### src/rtl/uart_rx_arbiter_if.sv
// Output handshake bundle of the UART receive arbiter.
// Carries the granted byte, its source channel and the valid/ready pair.
interface uart_rx_arbiter_if #(
  parameter int width  = 8,
  parameter int NUM_CH = 4
);
  localparam int CW = $clog2(NUM_CH);

  logic [width-1:0] Out_Data;
  logic [CW-1:0]    Out_Ch;
  logic             Out_Valid;
  logic             Out_Ready;

  modport master (
    output Out_Data,
    output Out_Ch,
    output Out_Valid,
    input  Out_Ready
  );

  modport slave (
    input  Out_Data,
    input  Out_Ch,
    input  Out_Valid,
    output Out_Ready
  );
endinterface

### src/rtl/uart_rx_arbiter.sv
// Merges NUM_CH UART receive streams into one registered output.
// Per-channel 1-entry holding registers, round-robin grant, sticky overrun.
module uart_rx_arbiter #(
  parameter  int width  = 8,
  parameter  int NUM_CH = 4,
  localparam int CW     = $clog2(NUM_CH)
) (
  input  logic                    clk,
  input  logic                    rst_n,
  input  logic [NUM_CH*width-1:0] Ch_Data,
  input  logic [NUM_CH-1:0]       Ch_Valid,
  uart_rx_arbiter_if.master       out_if,
  output logic [NUM_CH-1:0]       Overrun,
  input  logic [NUM_CH-1:0]       Overrun_Clr
);

  typedef enum logic {
    IDLE    = 1'b0,
    PRESENT = 1'b1
  } state_t;

  state_t state_q, state_d;

  logic [NUM_CH-1:0]            pend_q, pend_d;
  logic [NUM_CH-1:0][width-1:0] hold_q, hold_d;
  logic [NUM_CH-1:0]            ovr_q, ovr_d;
  logic [NUM_CH-1:0]            ovr_set;
  logic [CW-1:0]                last_q, last_d;
  logic [width-1:0]             data_q, data_d;
  logic [CW-1:0]                ch_q, ch_d;
  logic [CW-1:0]                win, cand;
  logic                         win_vld;
  logic                         load;

  assign out_if.Out_Data = data_q;
  assign out_if.Out_Ch   = ch_q;
  assign Overrun         = ovr_q;

  // Round-robin search starting one past the last granted channel
  always_comb begin
    win     = last_q;
    win_vld = 1'b0;
    cand    = '0;
    for (int k = 1; k <= NUM_CH; k++) begin
      cand = CW'((int'(last_q) + k) % NUM_CH);
      if (!win_vld && pend_q[cand]) begin
        win     = cand;
        win_vld = 1'b1;
      end
    end
  end

  // Output register is free when empty or being consumed this cycle
  assign load = win_vld &&
                ((state_q == IDLE) || out_if.Out_Ready);

  // State register
  always_ff @(posedge clk) begin
    if (!rst_n) state_q <= IDLE;
    else        state_q <= state_d;
  end

  // Next-state logic
  always_comb begin
    state_d = state_q;
    unique case (state_q)
      IDLE:    if (load) state_d = PRESENT;
      PRESENT: if (out_if.Out_Ready && !load)
                 state_d = IDLE;
      default: state_d = IDLE;
    endcase
  end

  // Output decode
  always_comb begin
    out_if.Out_Valid = (state_q == PRESENT);
  end

  // Capture, load and overrun next-state
  always_comb begin
    pend_d  = pend_q;
    hold_d  = hold_q;
    last_d  = last_q;
    data_d  = data_q;
    ch_d    = ch_q;
    ovr_set = '0;
    if (load) begin
      pend_d[win] = 1'b0;
      last_d      = win;
      data_d      = hold_q[win];
      ch_d        = win;
    end
    for (int i = 0; i < NUM_CH; i++) begin
      if (Ch_Valid[i]) begin
        if (!pend_q[i] || (load && win == CW'(i))) begin
          hold_d[i] = Ch_Data[i*width +: width];
          pend_d[i] = 1'b1;
        end else begin
          ovr_set[i] = 1'b1;
        end
      end
    end
    ovr_d = (ovr_q & ~Overrun_Clr) | ovr_set;
  end

  // Datapath registers
  always_ff @(posedge clk) begin
    if (!rst_n) begin
      pend_q <= '0;
      hold_q <= '0;
      ovr_q  <= '0;
      last_q <= CW'(NUM_CH - 1);
      data_q <= '0;
      ch_q   <= '0;
    end else begin
      pend_q <= pend_d;
      hold_q <= hold_d;
      ovr_q  <= ovr_d;
      last_q <= last_d;
      data_q <= data_d;
      ch_q   <= ch_d;
    end
  end

endmodule

### src/flat_wrapper.sv
// flat-port wrapper written by rule: the top's interface ports become plain ports
module uart_rx_arbiter_flat 
#(
  parameter  int width  = 8,
  parameter  int NUM_CH = 4,
  localparam int CW     = $clog2(NUM_CH)
)
  (clk, rst_n, Ch_Data, Ch_Valid, Overrun, Overrun_Clr, out_if_Out_Data, out_if_Out_Ch, out_if_Out_Valid, out_if_Out_Ready);
  uart_rx_arbiter_if #(.width(width), .NUM_CH(NUM_CH)) out_if_i ();
  input  logic clk;
  input  logic rst_n;
  input  logic [NUM_CH*width-1:0] Ch_Data;
  input  logic [NUM_CH-1:0] Ch_Valid;
  output logic [NUM_CH-1:0] Overrun;
  input  logic [NUM_CH-1:0] Overrun_Clr;
  output wire logic [$bits(out_if_i.Out_Data)-1:0] out_if_Out_Data;
  output wire logic [$bits(out_if_i.Out_Ch)-1:0] out_if_Out_Ch;
  output wire logic [$bits(out_if_i.Out_Valid)-1:0] out_if_Out_Valid;
  input wire logic [$bits(out_if_i.Out_Ready)-1:0] out_if_Out_Ready;
  assign out_if_Out_Data = out_if_i.Out_Data;
  assign out_if_Out_Ch = out_if_i.Out_Ch;
  assign out_if_Out_Valid = out_if_i.Out_Valid;
  assign out_if_i.Out_Ready = out_if_Out_Ready;
  uart_rx_arbiter #(.width(width), .NUM_CH(NUM_CH)) u_core (.clk(clk), .rst_n(rst_n), .Ch_Data(Ch_Data), .Ch_Valid(Ch_Valid), .out_if(out_if_i), .Overrun(Overrun), .Overrun_Clr(Overrun_Clr));
endmodule
### config.mk
export PLATFORM = sky130hd
export DESIGN_NAME = uart_rx_arbiter_flat
export DESIGN_NICKNAME = d
export VERILOG_FILES = /design/src/rtl/uart_rx_arbiter_if.sv /design/src/rtl/uart_rx_arbiter.sv /design/src/flat_wrapper.sv
export SDC_FILE = /design/constraint.sdc
export NUM_CORES = 1
export LEC_CHECK = 0
export ABC_CLOCK_PERIOD_IN_PS = 2000
export CORE_ASPECT_RATIO = 1.1
export CORE_MARGIN = 10
export CORE_UTILIZATION = 45
export CTS_CLUSTER_DIAMETER = 200
export DETAILED_ROUTE_END_ITERATION = 10
export PLACE_DENSITY = 0.76
export SYNTH_ARGS = -nofsm -noshare
export SYNTH_HDL_FRONTEND = slang
export SYNTH_SLANG_ARGS = --single-unit
### constraint.sdc
create_clock -name clk -period 2 [get_ports clk]
set_input_delay 0.4 -clock clk [delete_from_list [all_inputs] [get_ports clk]]
set_output_delay 0.4 -clock clk [all_outputs]
set_load 0.005 [all_outputs]
==> out/summary.log <==
[setup_path] maximum cell stage delay along the critical path 320 ps
[setup_path] critical-path cell list buf_4 -> nand2b_1 -> a21bo_2 -> and3_2 -> o32ai_4 -> buf_12 -> mux2i_1
[grt] total routing resource utilization after global routing 14.5%
[cells_and_area] fraction of layout cells with a size suffix above 1 11.3%
[cts] Max H-tree Level 2
[power_and_ir_drop] switching power 0.779 mW
[drt] Post-Route WL 6340 um
[setup_path] setup slack on the worst flop-to-flop path 100 ps
[yosys] top area cells in the synthesized netlist dfxtp_1 43%, mux2i_1 15%, nand2_1 11%, o21ai_0 4.2%, o211a_1 2.4%
[drt] DRC 0
[grt] vias in the first global route 2271
[yosys] Post-Synthesis Net Count 330
[power_and_ir_drop] Total Power 2.72 mW
[cts] Setup Fix Bufs, Post-CTS 0
[power_and_ir_drop] Pint 1.94 mW
[floorplan] number of top-level pins 58
[cts] clock latency of the later-clocked register in the worst-skew pair 310 ps
[sta] Final Cycle Share 94.8%
[grt] largest net degree at the start of global routing 33
[power_and_ir_drop] power share of the sequential group 45.5%
[floorplan] die area 8900 sq um
[setup_path] Reg2Reg Launch Point u_core.pend_q[0]
[drt] mean routed wirelength per cell 14.8 um
[setup_path] Critical Path Sink Type register
[yosys] synthesized area per cell 8.66 sq um
[floorplan] DIE WIDTH 90.9 um
[setup_path] critical path start-end classification reg2reg
[sta] relative max-transition margin 79.5%
[placement] count of buffers inserted at the top-level ports 57
[yosys] top cell types by occurrence after synthesis 70 x nand2_1, 53 x dfxtp_1, 38 x mux2i_1, 21 x o21ai_0, 15 x clkbuf_1
[sta] Setup-failing EPs final 0
[yosys] number of distinct library cells after synthesis 35
[power_and_ir_drop] switching share of total power 28.6%
[sta] Worst-Margin Slew 305 ps
[grt] total congestion overflow after global routing 0
[sta] total count of max-transition violations in the final report 0
[sta] largest clock skew in the final design 5.46 ps
[placement] gp weighted congestion 0.864
[setup_path] CP Launch Type register
[placement] worst setup slack before clock tree synthesis 17.4 ps
[grt] wire length of the first global-routing pass 10800 um
[setup_path] r2r worst-path depth 7
[floorplan] floorplan die height 98.0 um
[sta] Setup Total Neg Slack 0 ps
[sta] PnR worst setup slack 103 ps
[cells_and_area] final instance count without filler cells 429
[yosys] portion of the post-synthesis area used by sequential elements 42.7%
[drt] 1st-iter DRT viols 99
[floorplan] count of standard-cell rows 28
[yosys] library cell occupying the most area in the post-synthesis netlist dfxtp_1
[cts] # hold bufs at CTS 0
[cells_and_area] signed area change from the synthesized netlist to the final layout 36.5%
[cts] clock-pin transition on the worst setup and hold timing paths 100 ps
[yosys] Synth Instances 287
[worst_hold_path] start point of the worst hold path rst_n
[sta] number of hold violations in the final report 0
[cells_and_area] nets@finish 397
[yosys] count of flip-flops with a built-in enable after synthesis 0
[worst_hold_path] HP Class in2reg
[floorplan] initial core utilization 46.4%
[cts] cell chosen for the clock root clkbuf_8
[cts] cts bufs inserted 5
[worst_hold_path] cell depth of the worst hold path 3
[sta] post-layout minimum cycle time 1900 ps
[power_and_ir_drop] Leakage 1.41 nW
[cts] CTS tree built
[drt] total number of vias 2162
[setup_path] Buffers & Inverters on Critical Path 2
[yosys] cell with the most instances after synthesis nand2_1
[placement] HPWL reported at the end of detailed placement 4870 um
[run] maxcap violations 0
[cts] Clock Tree Buf Depth 2
[floorplan] core area 5360 sq um
[sta] FMAX 0.527 GHz
[yosys] ys flop type dfxtp_1
[setup_path] Worst EP arrival 2140 ps
[setup_path] Largest delay share family, worst path compound AO/OA/AOI/OAI gates
[drt] via-per-instance ratio 5.04
[sta] smallest hold slack 408 ps
[power_and_ir_drop] power density cells 802 nW/um^2
[yosys] proportion of netlist area held by the largest area contributor 42.7%
[setup_path] required time worst endpoint 2240 ps
[cells_and_area] Antenna Cells 0
[power_and_ir_drop] Clock power frac 26.9%
[outcome] run status complete, no violations
[drt] first drt pass iteration count 4
[setup_path] critical path depth 7
[yosys] Yosys warnings 0
[placement] number of placed cells counting well taps 422
[drt] Antenna Violating Nets Remaining 0
[yosys] share of synthesized flip-flops with an asynchronous set or reset 0%
[setup_path] Max stage delay cell, worst path dfxtp_1
[setup_path] FF-to-FF End u_core.hold_q[27]
[power_and_ir_drop] IR Drop Worst-Case VDD 0.381 mV
[worst_hold_path] destination of the worst hold path u_core.hold_q[26]
[grt] antenna violations before repair 0
[sta] setup repair after global routing missed its margin no
[yosys] flip-flop and latch count after synthesis 53
[setup_path] CP max FO 8
[yosys] netlist area before placement 2490 sq um
[cts] number of resized instances in the post-cts repair step 1
[cts] # clock sinks 53
[power_and_ir_drop] proportion of power drawn by combinational gates 27.5%
kinds of logic after synthesis:
kind of cell | Yosys count | share of synthesized area [%]
AOI/OAI and AO/OA | 56 | 17.0
and+or+nand+nor | 108 | 19.4
DFF | 53 | 42.7
buffers and inverters | 32 | 5.59
muxes | 38 | 15.3
through the flow:
stage | area [sq um] | utilization, %
final | 3390 | 63.3
after global routing | 3390 | 63.3
after CTS | 3380 | 63.1
after global placement | 3270 | 61.1
after detailed placement | 3270 | 61.1
after floorplan | 2490 | -
flip-flops by register name, indices dropped and copies added, names as in the netlist:
name / count
u_core.hold_q: 32
u_core.out_if.Out_Data: 8
u_core.Overrun: 4
u_core.pend_q: 4
u_core.last_q: 2
u_core.out_if.Out_Ch: 2
u_core.out_if.Out_Valid: 1
per-layer routing:
layer	up-vias	part of all wire [%]	global-route usage [%]	wire [um]
li1	1117	-	-	-
met1	979	45	16.7	2870
met2	57	48	24.9	3050
met3	9	5.3	4.44	338
met4	0	1.3	5.07	80
met5	-	0	0	0
how the worst max path moves through the flow:
| stage | end | start |
|---|---|---|
| floorplan | u_core.hold_q[24] | u_core.pend_q[0] |
| global placement | u_core.hold_q[31] | out_if_Out_Ready |
| detailed placement | u_core.hold_q[14] | out_if_Out_Ready |
| CTS | u_core.hold_q[28] | u_core.pend_q[3] |
| global route | u_core.hold_q[29] | u_core.pend_q[0] |
| finish | u_core.hold_q[27] | u_core.pend_q[0] |
worst register-to-register path: cells and delay by family (launching register included):
| family | cells | cell delay [ps] |
|---|---|---|
| AO/OA/AOI/OAI | 2 | 580 |
| AND/OR/NAND/NOR | 2 | 420 |
| flip-flops | 1 | 320 |
| buffers and inverters | 2 | 300 |
| multiplexers | 1 | 200 |
cells in the final DEF (no fill, tap or decap), drive strengths merged, types with 2 or more instances in the layout:
cell type	instances
a211oi	6
a21boi	5
a21oi	4
a31oi	2
and3	2
buf	24
clkbuf	5
clkdlybuf4s50	56
dfxtp	53
inv	13
mux2i	38
nand2	70
nand2b	5
nand3	5
nand3b	2
nand4	6
nor2	8
nor2b	4
o211a	6
o21a	3
o21ai	21
o311a	2
or2	3
cell type report:
type                    count  area, sq um
repair buffers             80          788
well taps                  75         93.8
multi-input cells         202         1300
fillers                   469         1970
clock buffers               5         68.8
clock inverters             2         38.8
flip-flops and latches     53         1060
inverters                  12         45.0
power by group through the flow:
stage	combinational, mW	clock [mW]	sequential [mW]
global placement	0.728	0	1.26
detailed placement	0.744	0	1.26
global route	0.823	0.777	1.25
finish	0.749	0.733	1.24
CTS	0.752	0.737	1.24
floorplan	0.410	0	1.24
Power figures use the tool's default switching activity.
